**config.mk**
```make
export PLATFORM = sky130hd
export DESIGN_NAME = sdram_port_arbiter_flat
export DESIGN_NICKNAME = d
export VERILOG_FILES = /design/src/rtl/sdram_port_arbiter_if.sv /design/src/rtl/sdram_port_arbiter.sv /design/src/flat_wrapper.sv
export SDC_FILE = /design/constraint.sdc
export NUM_CORES = 1
export LEC_CHECK = 0
export BUFFER_PORTS_ARGS = -buffer_cell sky130_fd_sc_hd__buf_2
export CORE_MARGIN = 2
export CORE_UTILIZATION = 40
export DETAILED_ROUTE_END_ITERATION = 7
export GPL_ROUTABILITY_DRIVEN = 1
export GPL_TIMING_DRIVEN = 0
export PLACE_DENSITY = 0.72
export SLEW_MARGIN = 20
export SYNTH_ARGS = -nofsm -noshare
export SYNTH_HDL_FRONTEND = slang
export SYNTH_SLANG_ARGS = --single-unit
```
**constraint.sdc**
```tcl
create_clock -name clk -period 3.9 [get_ports clk]
set_input_delay 0.195 -clock clk [delete_from_list [all_inputs] [get_ports clk]]
set_output_delay 0.195 -clock clk [all_outputs]
set_load 0.005 [all_outputs]
```
**src/rtl/sdram_port_arbiter_if.sv**
```systemverilog
// rtl/sdram_port_arbiter_if.sv - bus bundle between requesters, arbiter and SDRAM controller
// Purpose: groups the three requester ports, the single SDRAM controller request
//          port and the arbiter status outputs into one connection.
// Signals:
//   req, addr0..2, wr, wdata0..2, bsel0..2 : requester side, into the arbiter
//   ack, rdata                             : completion back to the requesters
//   sd_req, sd_addr, sd_wr, sd_wdata, sd_bsel : request towards the SDRAM controller
//   sd_ack, sd_rdata                       : controller completion and read data
//   grant_id, timeout_err                  : status
// Modports: slave = arbiter view, master = system/requester/controller view.
interface sdram_port_arbiter_if #(
  parameter int ADDR_W = 24
);
  logic [2:0]        req;
  logic [ADDR_W-1:0] addr0;
  logic [ADDR_W-1:0] addr1;
  logic [ADDR_W-1:0] addr2;
  logic [2:0]        wr;
  logic [15:0]       wdata0;
  logic [15:0]       wdata1;
  logic [15:0]       wdata2;
  logic [1:0]        bsel0;
  logic [1:0]        bsel1;
  logic [1:0]        bsel2;
  logic [2:0]        ack;
  logic [15:0]       rdata;
  logic              sd_req;
  logic [ADDR_W-1:0] sd_addr;
  logic              sd_wr;
  logic [15:0]       sd_wdata;
  logic [1:0]        sd_bsel;
  logic              sd_ack;
  logic [15:0]       sd_rdata;
  logic [1:0]        grant_id;
  logic              timeout_err;

  modport slave (
    input  req, addr0, addr1, addr2, wr, wdata0, wdata1, wdata2,
           bsel0, bsel1, bsel2, sd_ack, sd_rdata,
    output ack, rdata, sd_req, sd_addr, sd_wr, sd_wdata, sd_bsel,
           grant_id, timeout_err
  );

  modport master (
    output req, addr0, addr1, addr2, wr, wdata0, wdata1, wdata2,
           bsel0, bsel1, bsel2, sd_ack, sd_rdata,
    input  ack, rdata, sd_req, sd_addr, sd_wr, sd_wdata, sd_bsel,
           grant_id, timeout_err
  );
endinterface

```
**src/rtl/sdram_port_arbiter.sv**
```systemverilog
// rtl/sdram_port_arbiter.sv - three-port arbiter in front of a single SDRAM controller port
// Purpose: shares one SDRAM request port between VGA DMA (port 0), CPU (port 1)
//          and an aux master (port 2). VGA has priority up to a burst limit while
//          others wait; CPU and aux alternate. One transaction in flight, with a
//          watchdog that forces completion if the controller never acknowledges.
// Ports:
//   clk      : system clock
//   reset_in : synchronous reset, active-high
//   bus      : sdram_port_arbiter_if.slave (requesters, SDRAM port, status)
module sdram_port_arbiter #(
  parameter int ADDR_W        = 24,
  parameter int VGA_BURST_MAX = 4,
  parameter int TIMEOUT       = 255
) (
  input logic                 clk,
  input logic                 reset_in,
  sdram_port_arbiter_if.slave bus
);

  typedef enum logic [1:0] {IDLE, BUSY, DONE} state_t;

  localparam logic [2:0] BURST_MAX = 3'(VGA_BURST_MAX);
  localparam logic [7:0] WD_LIMIT  = 8'(TIMEOUT);
  localparam logic [1:0] GID_NONE  = 2'd3;

  state_t            state_q;
  logic [2:0]        vga_run_q;
  logic              rr_ptr_q;      // 0: CPU is next on a CPU/aux tie, 1: aux
  logic [7:0]        wd_cnt_q;
  logic [1:0]        grant_id_q;
  logic [2:0]        ack_q;
  logic [15:0]       rdata_q;
  logic              sd_req_q;
  logic [ADDR_W-1:0] sd_addr_q;
  logic              sd_wr_q;
  logic [15:0]       sd_wdata_q;
  logic [1:0]        sd_bsel_q;
  logic              timeout_err_q;

  logic              others_pending;
  logic              vga_wins;
  logic [1:0]        win_d;
  logic [ADDR_W-1:0] addr_d;
  logic              wr_d;
  logic [15:0]       wdata_d;
  logic [1:0]        bsel_d;
  logic [7:0]        wd_cnt_d;
  logic [2:0]        ack_onehot;

  // Winner selection; only consumed in IDLE when at least one req bit is set.
  always_comb begin
    others_pending = bus.req[1] | bus.req[2];
    vga_wins       = bus.req[0] && ((vga_run_q < BURST_MAX) || !others_pending);
    win_d          = 2'd0;
    if (!vga_wins) begin
      if (bus.req[1] && bus.req[2]) win_d = rr_ptr_q ? 2'd2 : 2'd1;
      else if (bus.req[1])          win_d = 2'd1;
      else                          win_d = 2'd2;
    end
  end

  always_comb begin
    addr_d  = bus.addr0;
    wdata_d = bus.wdata0;
    bsel_d  = bus.bsel0;
    wr_d    = bus.wr[0];
    case (win_d)
      2'd1: begin
        addr_d  = bus.addr1;
        wdata_d = bus.wdata1;
        bsel_d  = bus.bsel1;
        wr_d    = bus.wr[1];
      end
      2'd2: begin
        addr_d  = bus.addr2;
        wdata_d = bus.wdata2;
        bsel_d  = bus.bsel2;
        wr_d    = bus.wr[2];
      end
      default: ;
    endcase
  end

  // The watchdog compares the count this cycle will reach, so sd_req stays
  // high for exactly TIMEOUT cycles before the forced completion.
  assign wd_cnt_d   = wd_cnt_q + 8'd1;
  assign ack_onehot = 3'b001 << grant_id_q;

  always_ff @(posedge clk) begin
    if (reset_in) begin
      state_q       <= IDLE;
      vga_run_q     <= 3'd0;
      rr_ptr_q      <= 1'b0;
      wd_cnt_q      <= 8'd0;
      grant_id_q    <= GID_NONE;
      ack_q         <= 3'b000;
      rdata_q       <= 16'h0000;
      sd_req_q      <= 1'b0;
      sd_addr_q     <= '0;
      sd_wr_q       <= 1'b0;
      sd_wdata_q    <= 16'h0000;
      sd_bsel_q     <= 2'b00;
      timeout_err_q <= 1'b0;
    end else begin
      ack_q <= 3'b000;
      case (state_q)
        IDLE: begin
          if (|bus.req) begin
            sd_addr_q  <= addr_d;
            sd_wr_q    <= wr_d;
            sd_wdata_q <= wdata_d;
            sd_bsel_q  <= bsel_d;
            sd_req_q   <= 1'b1;
            grant_id_q <= win_d;
            state_q    <= BUSY;
            if (win_d == 2'd0) begin
              if (vga_run_q < BURST_MAX) vga_run_q <= vga_run_q + 3'd1;
            end else begin
              vga_run_q <= 3'd0;
              rr_ptr_q  <= (win_d == 2'd1);
            end
          end
        end
        BUSY: begin
          wd_cnt_q <= wd_cnt_d;
          // A real acknowledge wins over a watchdog expiry in the same cycle.
          if (bus.sd_ack) begin
            rdata_q  <= bus.sd_rdata;
            sd_req_q <= 1'b0;
            ack_q    <= ack_onehot;
            state_q  <= DONE;
          end else if (wd_cnt_d == WD_LIMIT) begin
            timeout_err_q <= 1'b1;
            rdata_q       <= 16'hFFFF;
            sd_req_q      <= 1'b0;
            ack_q         <= ack_onehot;
            state_q       <= DONE;
          end
        end
        DONE: begin
          grant_id_q <= GID_NONE;
          wd_cnt_q   <= 8'd0;
          state_q    <= IDLE;
        end
        default: state_q <= IDLE;
      endcase
    end
  end

  assign bus.ack         = ack_q;
  assign bus.rdata       = rdata_q;
  assign bus.sd_req      = sd_req_q;
  assign bus.sd_addr     = sd_addr_q;
  assign bus.sd_wr       = sd_wr_q;
  assign bus.sd_wdata    = sd_wdata_q;
  assign bus.sd_bsel     = sd_bsel_q;
  assign bus.grant_id    = grant_id_q;
  assign bus.timeout_err = timeout_err_q;

endmodule
```
**src/flat_wrapper.sv**
```systemverilog
// flat-port wrapper written by rule: the top's interface ports become plain ports
module sdram_port_arbiter_flat 
#(
  parameter int ADDR_W        = 24,
  parameter int VGA_BURST_MAX = 4,
  parameter int TIMEOUT       = 255
)
  (clk, reset_in, bus_req, bus_addr0, bus_addr1, bus_addr2, bus_wr, bus_wdata0, bus_wdata1, bus_wdata2, bus_bsel0, bus_bsel1, bus_bsel2, bus_sd_ack, bus_sd_rdata, bus_ack, bus_rdata, bus_sd_req, bus_sd_addr, bus_sd_wr, bus_sd_wdata, bus_sd_bsel, bus_grant_id, bus_timeout_err);
  sdram_port_arbiter_if #(.ADDR_W(ADDR_W)) bus_i ();
  input logic clk;
  input logic reset_in;
  input wire logic [$bits(bus_i.req)-1:0] bus_req;
  input wire logic [$bits(bus_i.addr0)-1:0] bus_addr0;
  input wire logic [$bits(bus_i.addr1)-1:0] bus_addr1;
  input wire logic [$bits(bus_i.addr2)-1:0] bus_addr2;
  input wire logic [$bits(bus_i.wr)-1:0] bus_wr;
  input wire logic [$bits(bus_i.wdata0)-1:0] bus_wdata0;
  input wire logic [$bits(bus_i.wdata1)-1:0] bus_wdata1;
  input wire logic [$bits(bus_i.wdata2)-1:0] bus_wdata2;
  input wire logic [$bits(bus_i.bsel0)-1:0] bus_bsel0;
  input wire logic [$bits(bus_i.bsel1)-1:0] bus_bsel1;
  input wire logic [$bits(bus_i.bsel2)-1:0] bus_bsel2;
  input wire logic [$bits(bus_i.sd_ack)-1:0] bus_sd_ack;
  input wire logic [$bits(bus_i.sd_rdata)-1:0] bus_sd_rdata;
  output wire logic [$bits(bus_i.ack)-1:0] bus_ack;
  output wire logic [$bits(bus_i.rdata)-1:0] bus_rdata;
  output wire logic [$bits(bus_i.sd_req)-1:0] bus_sd_req;
  output wire logic [$bits(bus_i.sd_addr)-1:0] bus_sd_addr;
  output wire logic [$bits(bus_i.sd_wr)-1:0] bus_sd_wr;
  output wire logic [$bits(bus_i.sd_wdata)-1:0] bus_sd_wdata;
  output wire logic [$bits(bus_i.sd_bsel)-1:0] bus_sd_bsel;
  output wire logic [$bits(bus_i.grant_id)-1:0] bus_grant_id;
  output wire logic [$bits(bus_i.timeout_err)-1:0] bus_timeout_err;
  assign bus_i.req = bus_req;
  assign bus_i.addr0 = bus_addr0;
  assign bus_i.addr1 = bus_addr1;
  assign bus_i.addr2 = bus_addr2;
  assign bus_i.wr = bus_wr;
  assign bus_i.wdata0 = bus_wdata0;
  assign bus_i.wdata1 = bus_wdata1;
  assign bus_i.wdata2 = bus_wdata2;
  assign bus_i.bsel0 = bus_bsel0;
  assign bus_i.bsel1 = bus_bsel1;
  assign bus_i.bsel2 = bus_bsel2;
  assign bus_i.sd_ack = bus_sd_ack;
  assign bus_i.sd_rdata = bus_sd_rdata;
  assign bus_ack = bus_i.ack;
  assign bus_rdata = bus_i.rdata;
  assign bus_sd_req = bus_i.sd_req;
  assign bus_sd_addr = bus_i.sd_addr;
  assign bus_sd_wr = bus_i.sd_wr;
  assign bus_sd_wdata = bus_i.sd_wdata;
  assign bus_sd_bsel = bus_i.sd_bsel;
  assign bus_grant_id = bus_i.grant_id;
  assign bus_timeout_err = bus_i.timeout_err;
  sdram_port_arbiter #(.ADDR_W(ADDR_W), .VGA_BURST_MAX(VGA_BURST_MAX), .TIMEOUT(TIMEOUT)) u_core (.clk(clk), .reset_in(reset_in), .bus(bus_i));
endmodule
```
# Word-level counts from Yosys, hierarchy flattened
# Cells that the tools add are included.
# classes
n_addsub	2
order_cmp	1
n_eq_ne	8
shift	1
n_mux	25
n_bitwise	4
reduce_logical	20
# ops
operator	count
case mux 24 bit (2 select lines)	1
2-to-1 mux 16 bit	2
case mux 16 bit (2 select lines)	1
2-to-1 mux 2 bit	8
case mux 8 bit (2 select lines)	1
2-to-1 mux 3 bit	4
case mux 2 bit (2 select lines)	3
AND reduction 3 bit	4
adder 8 x 1 -> 8 bit, second input constant	1
== test 8 bit, second input constant	1
AND reduction 2 bit	4
nonzero test 2 bit	4
== test 2 x 1 -> 1 bit, second input constant	2
== test 2 bit, second input constant	2
zero test 2 bit	2
case mux 1 bit (2 select lines)	2
adder 3 x 1 -> 3 bit, second input constant	1
< comparator 3 bit, second input constant	1
2-to-1 mux 1 bit	3
!= test 3 x 2 -> 1 bit, second input constant	1
NOT 1 bit	3
OR reduction 3 bit	1
<< shifter 1 x 2 -> 3 bit, first input constant	1
logical AND 1 bit	2
other kinds (6)	6
# word_totals
register_bits	80
in_bits	151
output_inout_bits	66

# Depth between registers and ports, before layout
# Gate-level depths: netlist of run 1.
# depth
ltp_word	8
ltp_mapped	10
depth_no_buf	8

# Worst setup path before layout of run 1
# No wires, ideal clock.
# synth_path
kind	register to register
from	register u_core.rr_ptr_q
to	register u_core.sd_addr_q[0] (netlist: u_core.bus.sd_addr[0])
setup_ns	0.128
t_arrival_ns	2.123
slack_ns	1.650
path_stages_with_launch	11
n_path_buf	3
synth_period_minus_slack_ns	2.250
cell_sequence	dfxtp_1 -> a21boi_0 -> a21boi_0 -> inv_1 -> ha_1 -> clkbuf_1 -> clkbuf_1 -> clkbuf_1 -> a211oi_1 -> a21oi_1 -> nor2_1
# synth_between
elab_chain_len	5
elab_cells_between_ends	6
classes_between	eq/ne (2); mux (4)
# synth_rtl
element	line_no	rtl
from (decl)	sdram_port_arbiter.sv:28	logic rr_ptr_q;
from (signal assigned)	sdram_port_arbiter.sv:120	rr_ptr_q <= (win_d == 2'd1);
2-to-1 mux 2 bit * (2 in a row)	sdram_port_arbiter.sv:56	if (bus.req[1] && bus.req[2]) win_d = rr_ptr_q ? 2'd2 : 2'd1;
2-to-1 mux 2 bit *	sdram_port_arbiter.sv:55	if (!vga_wins) begin
== test 2 bit or == test 2 x 1 -> 1 bit (tied branches)	sdram_port_arbiter.sv:67	case (win_d)
case mux 24 bit (2 select lines) *	sdram_port_arbiter.sv:67	
to (signal assigned)	sdram_port_arbiter.sv:109	sd_addr_q <= addr_d;
to (decl)	sdram_port_arbiter.sv:34	logic [ADDR_W-1:0] sd_addr_q;
# Mark *: on every way between the ends. The rest lies on a longest branch, timed or not.
# A chain may end at the register's enable or synchronous reset.

# Worst setup path after layout of run 1
# layout_path
from	register u_core.rr_ptr_q
to	register u_core.sd_addr_q[4] (netlist: u_core.bus.sd_addr[4])
# Same word-level chain as after synthesis.

==> results of run 1 <==
through the flow:
| step | hold WS [ps] | total power, mW | cell area, µm² |
|---|---|---|---|
| 6_report | 182.6 | 2.457 | 5540 |
| 3_3_place_gp | 447.7 | 1.797 | 5339 |
| 3_5_place_dp | 451.6 | 1.823 | 5339 |
| 2_1_floorplan | 416.2 | 1.503 | 4096 |
| 5_1_grt | 176.3 | 2.621 | 5540 |
| 4_1_cts | 168.6 | 2.465 | 5540 |
cell families (layout without fill, tap and decap cells):
logic type      count (synthesis)  in the layout  synth area share (%)
compound gates                201            201                 32.56
xor+xnor                        2              2                0.4277
simple gates                  168            168                 17.53
fa+ha+maj                      10             10                 3.054
mux                             5              5                 1.497
buf+inv                        60            290                 5.834
flops                          80             80                 39.10
Yosys cell counts, types with 5 or more instances:
library cell / count
a22oi_1: 45
clkbuf_1: 43
o22ai_1: 18
a211oi_1: 60
inv_1: 10
nor3_1: 8
buf_2: 5
nor2_1: 119
nand2b_1: 6
dfxtp_1: 80
a21oi_1: 58
ha_1: 10
o21ai_0: 8
nand2_1: 15
flip-flops by register name, indices dropped and copies added (netlist names), 3 cells and up:
name / flops
u_core.bus.ack: 3
u_core.bus.sd_addr: 24
u_core.vga_run_q: 3
u_core.wd_cnt_q: 8
u_core.bus.rdata: 16
u_core.bus.sd_wdata: 16
power by group through the flow:
| stage | Combinational (mW) | Sequential [mW] | Clock, mW |
|---|---|---|---|
| global placement | 0.779 | 1.02 | 0 |
| global route | 0.906 | 1.02 | 0.694 |
| finish | 0.804 | 1.01 | 0.644 |
| detailed placement | 0.801 | 1.02 | 0 |
| CTS | 0.804 | 1.01 | 0.654 |
| floorplan | 0.481 | 1.02 | 0 |
cell type report:
type / instances / area [µm²] / share of cell area (%)
sequential: 80 / 1602 / 28.91
timing repair buffer: 215 / 1076 / 19.42
multi-input combinational: 386 / 2256 / 40.72
clock inverter: 4 / 70.07 / 1.265
buffer: 50 / 201.4 / 3.636
inverter: 10 / 37.54 / 0.6775
clock buffer: 11 / 131.4 / 2.371
tap: 133 / 166.4 / 3.004
path summary, 6_finish.rpt:
| kind | endpoint | slack [ps] | cells past startpoint |
|---|---|---|---|
| worst min-delay path | u_core.bus.rdata[8] | 180 | 3 |
| worst max register to register | u_core.bus.sd_addr[4] | 910 | 10 |
| worst min register to register | u_core.bus.timeout_err | 460 | 2 |
| worst max-delay path | u_core.bus.sd_addr[4] | 910 | 10 |
tightest hold or removal path, cell delays in order:
cell and delay, ps:
buf_2 100, o22ai_1 110, a211oi_1 60
cell usage in the layout (no fill, tap or decap), types with 3 or more instances in the layout:
cell type and n:
nor2b_1 3, clkbuf_8 9, o22ai_1 18, nand3_1 3, a211oi_1 60, nand2_1 15
nor3_1 8, ha_1 10, nor2_1 119, a21oi_1 58, a22oi_1 45, o21ai_0 8
inv_1 10, buf_2 220, clkbuf_1 45, nand2b_1 6, dfxtp_1 80
per-layer routing:
metal	vias up	share of wire, %
met5	-	0
met4	0	1.9
met3	27	6.7
met2	187	50
met1	2222	42
li1	2350	-
==> metrics.yaml, run 1 <==
postRouteAntennaNets: 0
antenna_found_initial: 0
cap_violations: 0
syn-instance-count: 526
finalSetupViolations: 0
fillers: 965
routed_via_density: 5.384
drcViolationCount: 0
power_density_mw_per_mm2: 443.5
ys.flop_type: "dfxtp_1"
drv_slew: 0
grt_max_degree: 13
use_met3_pct: 4.492
synth-edff-count: 0
clock_latency_ps: 340
hp-start: "bus_sd_rdata[8]"
drtIter0Drc: 179
num-nets-final: 913
grtUsageTotal_pct: 24.28
p_comb_share_pct: 32.7
drive_above_1_share_pct: 32.01
finalWorstSetupSlack_ps: 912.2
cts_tree: "built"
timing.fmax_ghz: 0.3347
die_w_um: 105.2
cts_resized: 0
top_usage_layer: "met2"
path_clk_slew_ps: 80
dp_hpwl_um: 10550
wl_per_cell_um: 15.36
preCtsSetupSlack_ps: 928.0
p_switching_mw: 0.8337
vias: 4786
power_leakage_nw: 2.484
yosysTopAreaCell: "dfxtp_1"
synth_sequential_area_ratio_pct: 39.10
cts_made_buffers: 9
worstPathMaxFanout: 10
ir_drop_v: 0.0002067
switching_share_pct: 33.93
rsz0062_at_grt: "false"
crit_path_max_incr_delay_ps: 430
ys_ff_latch: 80
avgSynthCellArea_um2: 7.788
p_clk_share_pct: 26.2
clockBufferDepth: 2
cts.htree.levels: 3
start_kind: "register"
grt_use_met1_pct: 29.49
synth_top_cell_area_share_pct: 39.10
ctsHoldBuffers: 0
rr_startpoint: "u_core.rr_ptr_q"
seqPwrFrac_pct: 41.1
core_mm2: 0.009864
die_h_um: 105.2
grt_first_pass_wirelength_um: 22140
critPathCaptureType: "register"
crit_path_top_delay_cell: "clkbuf_1"
start_util_pct: 41.53
finalCritPeriodShare_pct: 76.61
utilization_pct: 56.16
cts_sinks: 80
finalHoldViolations: 0
grt_pass1_vias: 4681
dp_cells: 874
syn_area_mm2: 0.004096
skew_ps: 9.062
yosysWarnings: 0
startpoint: "u_core.rr_ptr_q"
row_count: 36
grt-ovfl-total: 0
relSlewSlack_pct: 61.33
finalCriticalPeriod_ps: 2988
tightestPinTransition_ps: 580.1
crit_type: "reg2reg"
drt_wl_total_um: 13650
internal-power_mw: 1.623
cts_setup_buffers: 0
port_buffers: 215
first_pass_iters: 6
mappedNetlistNets: 687
status: "complete, no violations"
hp-class: "in2reg"
setup_tns_ps: 0
synthTopCellsByArea: "dfxtp_1 39%, a211oi_1 11%, nor2_1 11%"
worstPathRequired_ps: 4120
num_io_pins: 217
area_growth_pct: 35.25
fin_cells: 889
async_reset_ff_share_pct: 0
root_buffer: "clkbuf_8"
path_common_cell: "clkbuf_1"
met2_usage_pct: 42.72
path_cells: "a21boi_0, a21boi_0, inv_1, ha_1, clkbuf_1, clkbuf_1, clkbuf_1, a211oi_1, a21oi_1, nor2_1"
dieArea_mm2: 0.01107
gp_congestion: 0.8583
worstPathArrival_ps: 3210
crit_buf_inv: 4
antenna_cells: 0
yosysUniqueCellTypes: 42
cp_top_family: "buffers and inverters"
Note: power is estimated with default switching activity, not from simulation.
==> run 2: changes to the inputs <==
--- a/config.mk
+++ b/config.mk
@@ -11,7 +11,7 @@
 export DETAILED_ROUTE_END_ITERATION = 7
 export GPL_ROUTABILITY_DRIVEN = 1
 export GPL_TIMING_DRIVEN = 0
-export PLACE_DENSITY = 0.72
+export PLACE_DENSITY = 0.75
 export SLEW_MARGIN = 20
 export SYNTH_ARGS = -nofsm -noshare
 export SYNTH_HDL_FRONTEND = slang
==> constraint.sdc (replaced) <==
create_clock -name clk -period 2.6 [get_ports clk]
set_input_delay 0.13 -clock clk [delete_from_list [all_inputs] [get_ports clk]]
set_output_delay 0.13 -clock clk [all_outputs]
set_load 0.005 [all_outputs]
==> metrics.yaml, run 2 (same netlist as run 1, synthesis figures left out) <==
rsz0062_at_grt: "false"
antenna_found_initial: 0  # unchanged
timing.rr.end: "u_core.bus.sd_wdata[11]"
finalCriticalPeriod_ps: 2393  # -594.4 ps
crit_type: "reg2reg"
skew_ps: 7.134  # -1.927 ps
gp_congestion: 0.8514  # -0.80%
wl_per_cell_um: 15.07  # -1.9%
routed_via_density: 5.339  # -0.82%
m1WireLength_um: 5675  # -0.30%
cts_tree: "built"
dpl_cell_area_mm2: 0.005339  # unchanged
drcViolationCount: 0  # unchanged
dieArea_mm2: 0.01107  # unchanged
area_growth_pct: 35.92
path_clk_slew_ps: 80  # about the same
core_mm2: 0.009864  # unchanged
die_h_um: 105.2  # unchanged
start_kind: "register"
ff2ff_path_depth: 9  # -1
worstPathMaxFanout: 10  # unchanged
power_leakage_nw: 2.537  # +2.1%
crit_path_max_incr_delay_ps: 400  # -30 ps
relSlewSlack_pct: 63.03  # +1.7 points
drtIter0Drc: 244  # +36%
num-nets-final: 912  # -0.11%
crit_path_top_delay_cell: "dfxtp_1"
drive_above_1_share_pct: 34.35  # +2.3 points
grt-ovfl-total: 0  # unchanged
hold_depth: 3  # unchanged
first_pass_iters: 5  # -1
status: "complete, no violations"
row_count: 36  # unchanged
power_density_mw_per_mm2: 665.6  # +50%
grt_max_degree: 13  # unchanged
antenna_cells: 0  # unchanged
root_buffer: "clkbuf_8"
maxUsedRoutingLayer: "met4"
clock_latency_ps: 330  # about the same
ctsHoldBuffers: 0  # unchanged
largest_register_ff_count: 24  # unchanged
clockBufferDepth: 2  # unchanged
finalCritPeriodShare_pct: 92.05  # +15 points
setup_tns_ps: 0  # unchanged
cts_sinks: 80  # unchanged
critPathCaptureType: "register"
dp_hpwl_um: 10420  # -1.3%
dp_cells: 874  # unchanged
utilization_pct: 56.44  # +0.28 points
ir_drop_v: 0.0002930  # +42%
cts.htree.levels: 3  # unchanged
grt_first_pass_wirelength_um: 21850  # -1.3%
layout_commonest_cell: "buf_2"
timing.fmax_ghz: 0.4178  # +25%
fillers: 969  # +0.41%
grt_pass1_vias: 4649  # -0.68%
hold-path-endpoint: "u_core.bus.rdata[9]"
dr_wl_met2_um: 6705  # -1.2%
die_w_um: 105.2  # unchanged
fin_cells: 887  # -0.22%
rr_startpoint: "u_core.vga_run_q[2]"
drv_slew: 0  # unchanged
hp-start: "bus_sd_rdata[9]"
final_cell_area_mm2: 0.005568  # +0.50%
worstPathArrival_ps: 2670  # -540 ps
hp-class: "in2reg"
drt_wl_total_um: 13370  # -2.1%
total_power_mw: 3.706  # +51%
path_cells: "nand2_1, a21oi_1, ha_1, clkbuf_1, clkbuf_1, a22oi_1, a211oi_1, a21oi_1, nor2_1"
final_cell_mix: "220 x buf_2, 119 x nor2_1, 80 x dfxtp_1, 60 x a211oi_1, 58 x a21oi_1"
start_util_pct: 41.53  # unchanged
port_buffers: 215  # unchanged
rrSetupSlack_ps: 210  # -710 ps
wl_met3_um: 793  # -13%
cts_made_buffers: 9  # unchanged
postRouteAntennaNets: 0  # unchanged
cap_violations: 0  # unchanged
finalSetupViolations: 0  # unchanged
vias: 4736  # -1.0%
tightestPinTransition_ps: 554.5  # -25.55 ps
worstPathRequired_ps: 2870  # -1250 ps
finalHoldViolations: 0  # unchanged
grtUsageTotal_pct: 23.93  # -0.35 points
num_io_pins: 217  # unchanged
[run 2: worst max path at each step]
stage | slack (ps) | to | from | cells past startpoint
2_1_floorplan | 350 | u_core.bus.sd_addr[0] | u_core.rr_ptr_q | 10
3_3_place_gp | -250 | u_core.bus.sd_addr[1] | u_core.rr_ptr_q | 10
3_5_place_dp | -420 | u_core.bus.sd_addr[1] | u_core.rr_ptr_q | 10
4_1_cts | 10 | u_core.bus.sd_addr[1] | u_core.rr_ptr_q | 10
5_1_grt | 30 | u_core.bus.sd_wdata[11] | u_core.vga_run_q[2] | 9
6_report | 210 | u_core.bus.sd_wdata[11] | u_core.vga_run_q[2] | 9
[run 2: worst max-delay path, delay by kind of cell (launching register included)]
family	cells	cell delay (ps)
fa+ha+maj	1	210
compound gates	4	820
buf+inv	2	740
flops	1	400
simple gates	2	160
[run 2: layout make-up]
class / count / area [µm²] / area share, %
multi-input combinational: 386 / 2260 / 40.58
sequential: 80 / 1602 / 28.76
timing repair buffer: 215 / 1076 / 19.33
buffer: 49 / 219.0 / 3.933
tap: 133 / 166.4 / 2.989
clock buffer: 10 / 137.6 / 2.472
clock inverter: 4 / 70.07 / 1.258
inverter: 10 / 37.54 / 0.6742
[run 2: per-layer routing]
layer  vias to the layer above  track usage [%]
met5                         -                0
met4                         0            8.286
met3                        17            4.803
met2                       162            41.84
met1                      2208            29.00
li1                       2349                -
[run 2: where the power goes]
| group | switching, mW | internal (mW) | total (mW) | leakage [nW] |
|---|---|---|---|---|
| clock | 0.425 | 0.554 | 0.979 | 0.108 |
| sequential | 0.121 | 1.39 | 1.51 | 0.656 |
| combinational | 0.698 | 0.515 | 1.21 | 1.77 |
[run 2: per-stage QoR]
step / hold WS, ps / worst slack, ps
after floorplan: 351.2 / 349.7
after CTS: 105.0 / 13.89
after detailed placement: 461.4 / -419.5
after global routing: 101.8 / 30.21
after global placement: 447.6 / -248.6
final: 128.6 / 206.6
[run 2: repair_timing]
action | 4_1_cts | 5_1_grt
endpoints found under the setup margin | 43 | 42
resized for setup | 8 | 19
gates cloned | 0 | 0
buffers inserted | 0 | 0
